`src/rtl/huff_hist_sort.sv`:
```
// rtl/huff_hist_sort.sv - frame histogram of gray symbols followed by an odd-even transposition sort
//
// Counts FRAME_LEN accepted samples into N_SYM saturating symbol bins plus an
// out-of-range bin, presents the raw histogram for one cycle, then sorts
// (count, symbol) pairs descending by count (ties: lower symbol first) with one
// odd-even transposition pass per cycle and holds the result until consumed.
//
// Ports:
//   clk         clock, rising edge
//   reset       synchronous active-low reset
//   gray_valid  sample valid
//   gray_data   sample value (symbols are 1..N_SYM, anything else is out of range)
//   gray_ready  block accepts samples (READ state, reset released)
//   CNT_valid   one-cycle strobe, raw histogram final
//   CNT         raw counts, slice k-1 holds symbol k
//   OOR_CNT     count of out-of-range samples
//   sort_valid  sorted result valid (HOLD state)
//   sort_ready  downstream accepts the sorted result
//   SCNT        counts sorted descending, slice 0 largest
//   SSYM        symbol index matching each SCNT slice
module huff_hist_sort #(
  parameter int N_SYM     = 6,
  parameter int DATA_W    = 8,
  parameter int CW        = 8,
  parameter int FRAME_LEN = 100,
  localparam int SW       = $clog2(N_SYM + 1)
) (
  input  logic                clk,
  input  logic                reset,
  input  logic                gray_valid,
  input  logic [DATA_W-1:0]   gray_data,
  output logic                gray_ready,
  output logic                CNT_valid,
  output logic [N_SYM*CW-1:0] CNT,
  output logic [CW-1:0]       OOR_CNT,
  output logic                sort_valid,
  input  logic                sort_ready,
  output logic [N_SYM*CW-1:0] SCNT,
  output logic [N_SYM*SW-1:0] SSYM
);

  typedef enum logic [1:0] {READ, CNT_OUT, SORT, HOLD} state_t;

  localparam logic [CW-1:0] CNT_MAX     = '1;
  localparam logic [15:0]   LAST_SAMPLE = 16'(FRAME_LEN - 1);
  localparam logic [SW-1:0] LAST_PASS   = SW'(N_SYM - 1);

  state_t state, state_nxt;

  logic [CW-1:0] cnt     [N_SYM];
  logic [CW-1:0] oor_cnt;
  logic [15:0]   samp_cnt;
  logic [SW-1:0] pass_cnt;

  // Working sort array and the result of the current pass applied to it.
  logic [CW-1:0] srt_cnt [N_SYM];
  logic [SW-1:0] srt_sym [N_SYM];
  logic [CW-1:0] nxt_cnt [N_SYM];
  logic [SW-1:0] nxt_sym [N_SYM];

  // Published result; only updated when a sort completes so SCNT/SSYM never
  // show a partially sorted array.
  logic [CW-1:0] out_cnt [N_SYM];
  logic [SW-1:0] out_sym [N_SYM];

  logic accept;
  logic in_range;
  logic last_sample;
  logic last_pass;

  assign accept      = gray_valid && gray_ready;
  assign in_range    = (gray_data != '0) && (32'(gray_data) <= 32'(N_SYM));
  assign last_sample = accept && (samp_cnt == LAST_SAMPLE);
  assign last_pass   = (pass_cnt == LAST_PASS);

  always_ff @(posedge clk) begin
    if (!reset) state <= READ;
    else        state <= state_nxt;
  end

  always_comb begin
    state_nxt  = state;
    gray_ready = 1'b0;
    CNT_valid  = 1'b0;
    sort_valid = 1'b0;
    case (state)
      READ: begin
        gray_ready = reset;
        if (last_sample) state_nxt = CNT_OUT;
      end
      CNT_OUT: begin
        CNT_valid = 1'b1;
        state_nxt = SORT;
      end
      SORT: begin
        if (last_pass) state_nxt = HOLD;
      end
      HOLD: begin
        sort_valid = 1'b1;
        if (sort_ready) state_nxt = READ;
      end
      default: state_nxt = READ;
    endcase
  end

  // One transposition pass: even passes compare pairs (0,1),(2,3)..., odd
  // passes (1,2),(3,4).... Pairs within a pass are disjoint, so every compare
  // reads the pre-pass array.
  always_comb begin
    for (int k = 0; k < N_SYM; k++) begin
      nxt_cnt[k] = srt_cnt[k];
      nxt_sym[k] = srt_sym[k];
    end
    for (int i = 0; i < N_SYM - 1; i++) begin
      if (((i % 2) == 1) == pass_cnt[0]) begin
        if ((srt_cnt[i] < srt_cnt[i+1]) ||
            ((srt_cnt[i] == srt_cnt[i+1]) && (srt_sym[i] > srt_sym[i+1]))) begin
          nxt_cnt[i]   = srt_cnt[i+1];
          nxt_sym[i]   = srt_sym[i+1];
          nxt_cnt[i+1] = srt_cnt[i];
          nxt_sym[i+1] = srt_sym[i];
        end
      end
    end
  end

  always_ff @(posedge clk) begin
    if (!reset) begin
      for (int k = 0; k < N_SYM; k++) begin
        cnt[k]     <= '0;
        srt_cnt[k] <= '0;
        srt_sym[k] <= '0;
        out_cnt[k] <= '0;
        out_sym[k] <= '0;
      end
      oor_cnt  <= '0;
      samp_cnt <= '0;
      pass_cnt <= '0;
    end else begin
      case (state)
        READ: begin
          if (accept) begin
            samp_cnt <= samp_cnt + 16'd1;
            if (in_range) begin
              for (int k = 0; k < N_SYM; k++) begin
                if ((32'(gray_data) == 32'(k + 1)) && (cnt[k] != CNT_MAX))
                  cnt[k] <= cnt[k] + CW'(1);
              end
            end else if (oor_cnt != CNT_MAX) begin
              oor_cnt <= oor_cnt + CW'(1);
            end
          end
        end
        CNT_OUT: begin
          for (int k = 0; k < N_SYM; k++) begin
            srt_cnt[k] <= cnt[k];
            srt_sym[k] <= SW'(k + 1);
          end
          pass_cnt <= '0;
        end
        SORT: begin
          for (int k = 0; k < N_SYM; k++) begin
            srt_cnt[k] <= nxt_cnt[k];
            srt_sym[k] <= nxt_sym[k];
            if (last_pass) begin
              out_cnt[k] <= nxt_cnt[k];
              out_sym[k] <= nxt_sym[k];
            end
          end
          pass_cnt <= pass_cnt + SW'(1);
        end
        HOLD: begin
          if (sort_ready) begin
            for (int k = 0; k < N_SYM; k++) cnt[k] <= '0;
            oor_cnt  <= '0;
            samp_cnt <= '0;
          end
        end
        default: ;
      endcase
    end
  end

  for (genvar g = 0; g < N_SYM; g++) begin : g_pack
    assign CNT[g*CW +: CW]  = cnt[g];
    assign SCNT[g*CW +: CW] = out_cnt[g];
    assign SSYM[g*SW +: SW] = out_sym[g];
  end

  assign OOR_CNT = oor_cnt;

endmodule

```
`config.mk`:
```
export PLATFORM = sky130hd
export DESIGN_NAME = huff_hist_sort
export DESIGN_NICKNAME = d
export VERILOG_FILES = /design/src/rtl/huff_hist_sort.sv
export SDC_FILE = /design/constraint.sdc
export NUM_CORES = 1
export LEC_CHECK = 0
export BUFFER_PORTS_ARGS = -buffer_cell sky130_fd_sc_hd__buf_4
export CAP_MARGIN = 20
export CORE_ASPECT_RATIO = 1.4
export CORE_MARGIN = 8
export CORE_UTILIZATION = 50
export CTS_CLUSTER_DIAMETER = 40
export DETAILED_ROUTE_END_ITERATION = 6
export PLACE_DENSITY = 0.74
export SLEW_MARGIN = 10
export SYNTH_ARGS = -nofsm -noshare
export SYNTH_HDL_FRONTEND = slang
export SYNTH_SLANG_ARGS = --single-unit
```
`constraint.sdc`:
```
create_clock -name clk -period 7.41 [get_ports clk]
set_input_delay 1.482 -clock clk [delete_from_list [all_inputs] [get_ports clk]]
set_output_delay 1.482 -clock clk [all_outputs]
set_load 0.03 [all_outputs]
```
======== Word-level counts from Yosys, hierarchy flattened ========
Memory sizes are Yosys's and may differ from the RTL's.
Cells that the tools add are included.
storage, ports and cells
  register bits after elaboration ......... 29
  bits of input ports ..................... 12
  logic and storage cells ................. 266
  RAM bits ................................ 180
  output and inout bits ................... 125
  memories ................................ 5
memories
  memory   words  bits a word  read ports  clocked after Yosys merged registers in  wr ports  line  text
  cnt      6      8            6           0                                        6         50    logic [CW-1:0] cnt [N_SYM];
  out_cnt  6      8            6           0                                        6         63    logic [CW-1:0] out_cnt [N_SYM];
  srt_cnt  6      8            6           0                                        6         56    logic [CW-1:0] srt_cnt [N_SYM];
  out_sym  6      3            6           0                                        6         64    logic [SW-1:0] out_sym [N_SYM];
  srt_sym  6      3            6           0                                        6         57    logic [SW-1:0] srt_sym [N_SYM];
cells by class
  bitwise operators ....................... 48
  reduce and logical (&&, ||, !) cells .... 26
  $lt $le $gt $ge ......................... 11
  $add $sub $neg .......................... 9
  equal/unequal tests ..................... 29
  muxes and demuxes ....................... 134
operators by type and width
  kind                   count
  $mux 8                 34
  $mux 16                12
  $mux 6                 10
  $add 8x1->8 const B    7
  $ne 8x8->1 const B     7
  $mux 3                 18
  $mux 1                 53
  $or 1x1->1             48
  $eq 8x8->1             5
  $lt 8x8->1             5
  $pmux 16 s2            1
  $eq 8x3->1 const B     3
  $add 16x1->16 const B  1
  $eq 16x7->1 const B    1
  $eq 8x2->1 const B     2
  $pmux 8 s2             1
  $gt 3x3->1             5
  $logic_and 1x1->1      14
  $ne 2x2->1 const B     6
  $eq 8x1->1 const B     1
  $le 8x3->1 const B     1
  $pmux 2 s4             1
  $reduce_bool 8->1      1
  $mux 2                 3
  other kinds (10)       17

======== Logic depth before layout (Yosys ltp) ========
  word-level depth ........................ 14
  gate-level depth with buffers ........... 11
  mapped depth without buffers ............ 9

======== Worst setup path after synthesis ========
No wires, ideal clock.
  kind .................................... reg2reg
  start ................................... reg state[0]
  end ..................................... mem out_cnt[0][0] (enable)
  cell stages (with the launch flop) ...... 6
  slack ................................... 1.229 ns
  buffers on the path ..................... 1
  required time ........................... 6.829 ns
  period minus slack after synthesis ...... 6.181 ns
  setup time .............................. 0.581 ns
  arrival ................................. 5.600 ns
  cells stage by stage .................... dfxtp_1 > inv_1 > ha_1 > clkbuf_1 > inv_1 > o21ai_0
RTL lines
  what                    line  text
  start, declared         48    state_t state, state_nxt;
  start signal, assigned  78    else state <= state_nxt;
  end, declared           63

======== Final worst setup path ========
  start ................................... in reset
  end ..................................... out gray_ready
between the ends
  longest elaborated chain between the ends .. 1
RTL lines
  what             line  text
  start, declared  29    input logic reset,
  $mux 1           86    case (state)
  end, declared    32    output logic gray_ready,
Every way passes these cells.

==> metrics.txt <==
Worst Path Max Fanout=29; chip height=195 um; Unique masters post-synth=63; Yosys Warn Count=0; DR vias/cell=5.82; flops & latches, synth=about 210; Relative slew margins=0.257; pwr dens=214 nW/um^2; post-CTS setup buffers=0; final core area utilization=0.601; Hold Buf Count CTS=0; Netlist Area Pre-Place=11,400 sq um; sequential area share after synthesis=0.524; largest net degree at the start of global routing=56; RePlAce Congestion=0.876; # port buffers=136; Final #Nets=1,315; startpoint types=input port; Core Area=22,500 sq um; Detailed Place HPWL=21,500 um; CTS HTree Levels=1; Fmax=0.274 GHz; global-route wire length before repair=47,300 um; worst r2r src=srt_cnt[3][7]; Primary FF master, synth=edfxtp_1; most frequent cells in the layout=180 x edfxtp_1, 150 x nor2_1, 144 x buf_4; antenna violations before repair=0; critical path arrival=2.16 ns; worst skew pair latency=around 0.53 ns; endpoints failing hold=0; GRT Util Overall=0.211; initial core utilization=0.507; DRT Pass-1 Iters=6; clk root buf=clkbuf_16; Static Leak=0.00531 uW; routed vias=a little over 9,000; CTS max path bufs=3; # setup viols final=0; WP data required=slightly below 6 ns; CTS resizes=0; Final min period=3.64 ns; Tcrit/Tclk final=0.492; Detailed Route Iter0 Violations=~900; clock skew=0.0110 ns; Post-Route WL=29,900 um; number of synthesized flops with an enable pin=180; endpoint class of the critical path=primary output; Min-Delay Startpoint=samp_cnt[12]; number of global-route vias before repair=9,064; setup TNS=0 ns; CTS sink cnt=209; Num CTS Buffers=26; r2r setup slk=approximately 4.3 ns; CTS tree=built; Pins Over Slew Limit=0; Mapped Avg Cell Area=10.3 sq um; worst vdd ir=0.000148 V; terminus of the critical flop-to-flop path=srt_cnt[3][4]; Worst Hold End=samp_cnt[12]; RSZ-0062 raised after global routing=no; Clock transition at path regs=0.06 ns; # rows=65; total grt overflow=0; Final ANT Viol Nets=0; Worst Hold Depth=2; most common cell after layout, fill and taps aside=edfxtp_1; die span in x=roughly 140 um; synthesized net count=roughly 1,200; IO Pins=roughly 140; reg2reg path depth=8; share of layout cells above drive strength 1=0.170; Tightest Pin Transition=1.11 ns; average wire per standard cell=19.2 um; status=completed; Area Overhead vs Synth=18.5%; Setup CP Type=in -> out; Hold Crit Class=reg -> reg; Max Cap Viol=0; Die ar.=~28,000 sq um; Post-route DRC=0; Post-synth ARST share=0; diode count=0; Syn Inst Count=1,110
[cells by family (layout without fill, tap and decap cells)]
kind of cell    count (synthesis)  in the layout  share of synthesized area
simple gates                  398            398                      0.164
flops                         209            209                      0.524
mux                            28             28                     0.0249
buf+inv                       119            263                     0.0413
fa+ha+maj                      69             69                     0.0756
xor+xnor                       46             46                     0.0353
compound gates                241            241                      0.135
[how the worst max path moves through the flow]
stage,startpoint,to,slack (ns)
floorplan,state[0],out_cnt[0][0],1.23
global placement,reset,gray_ready,3.79
detailed placement,reset,gray_ready,3.78
CTS,reset,gray_ready,3.77
global route,reset,gray_ready,3.73
finish,reset,gray_ready,3.77
[through the flow]
| step | worst slack (ns) | std cells | total power, uW | hold WS, ns | cell area, sq um |
|---|---|---|---|---|---|
| after detailed placement | 3.78 | 1506 | 1720 | 0.493 | 12700 |
| after global placement | 3.79 | 1506 | 1710 | 0.483 | 12700 |
| after global routing | 3.73 | 1555 | 2980 | 0.550 | 13500 |
| final | 3.77 | 1555 | 2900 | 0.503 | 13500 |
| after CTS | 3.77 | 1554 | 2910 | 0.502 | 13500 |
| after floorplan | 1.23 | 1110 | 1610 | 0.467 | 11400 |
[registers in the layout, summed over array words and instances (netlist names)]
name	flops
state	2
OOR_CNT	8
out_sym	18
samp_cnt	16
srt_sym	18
cnt	48
out_cnt	48
pass_cnt	3
srt_cnt	48
[power by group]
group	leakage [uW]	switching [uW]	internal [uW]	total, uW
combinational	0.00294	210	116	325
clock	0.000391	518	678	1200
sequential	0.00198	51.8	1320	1380
[per-layer routing]
layer | wire length, um | GRT usage | share of wire | up-vias
met5 | 0 | 0 | 0 | -
met4 | 1190 | 0.0981 | 0.040 | 0
met3 | 1890 | 0.0289 | 0.063 | 87
met2 | 15200 | 0.368 | 0.51 | 350
met1 | 11600 | 0.250 | 0.39 | 4333
li1 | - | - | - | 4280
[final cells by class]
type | count | area (sq um)
Clock buffer | 31 | 691
Multi-Input combinational cell | 782 | 5000
Fill cell | 1891 | 8990
Clock inverter | 17 | 124
Inverter | 70 | 263
Timing Repair Buffer | 145 | 1100
Sequential cell | 209 | 5990
Tap cell | 301 | 377
[worst max-delay path, cell delays in order]
cell,delay [ns]
buf_4,0.28
and2_1,0.21
buf_4,0.17
[synth_stat cells (all sizes together) (2+ instances only)]
master / count / area, sq um
edfxtp: 180 / 5410
inv: 70 / 263
a211oi: 6 / 45.0
or3b: 3 / 26.3
o311ai: 2 / 17.5
and3: 10 / 72.6
o21ai: 91 / 459
o221a: 2 / 22.5
a222oi: 10 / 100
nand4: 16 / 100
nor2b: 19 / 119
o31ai: 10 / 80.1
o211ai: 9 / 67.6
a21boi: 4 / 30.0
a21oi: 51 / 259
o22ai: 10 / 62.6
mux2i: 28 / 284
xnor2: 20 / 175
nor2: 156 / 601
xor2: 26 / 228
or3: 5 / 31.3
a22oi: 8 / 60.1
a21o: 2 / 15.0
nor3: 20 / 116
o21a: 5 / 37.5
o211a: 11 / 110
and2: 14 / 87.6
ha: 69 / 863
a311oi: 3 / 26.3
nand2b: 9 / 56.3
a31oi: 9 / 56.3
nand2: 91 / 342
dfxtp: 29 / 581
buf: 15 / 81.3
nor4: 6 / 50.0
nand3: 46 / 248
clkbuf: 34 / 128
(Power assumes the default switching activity.)
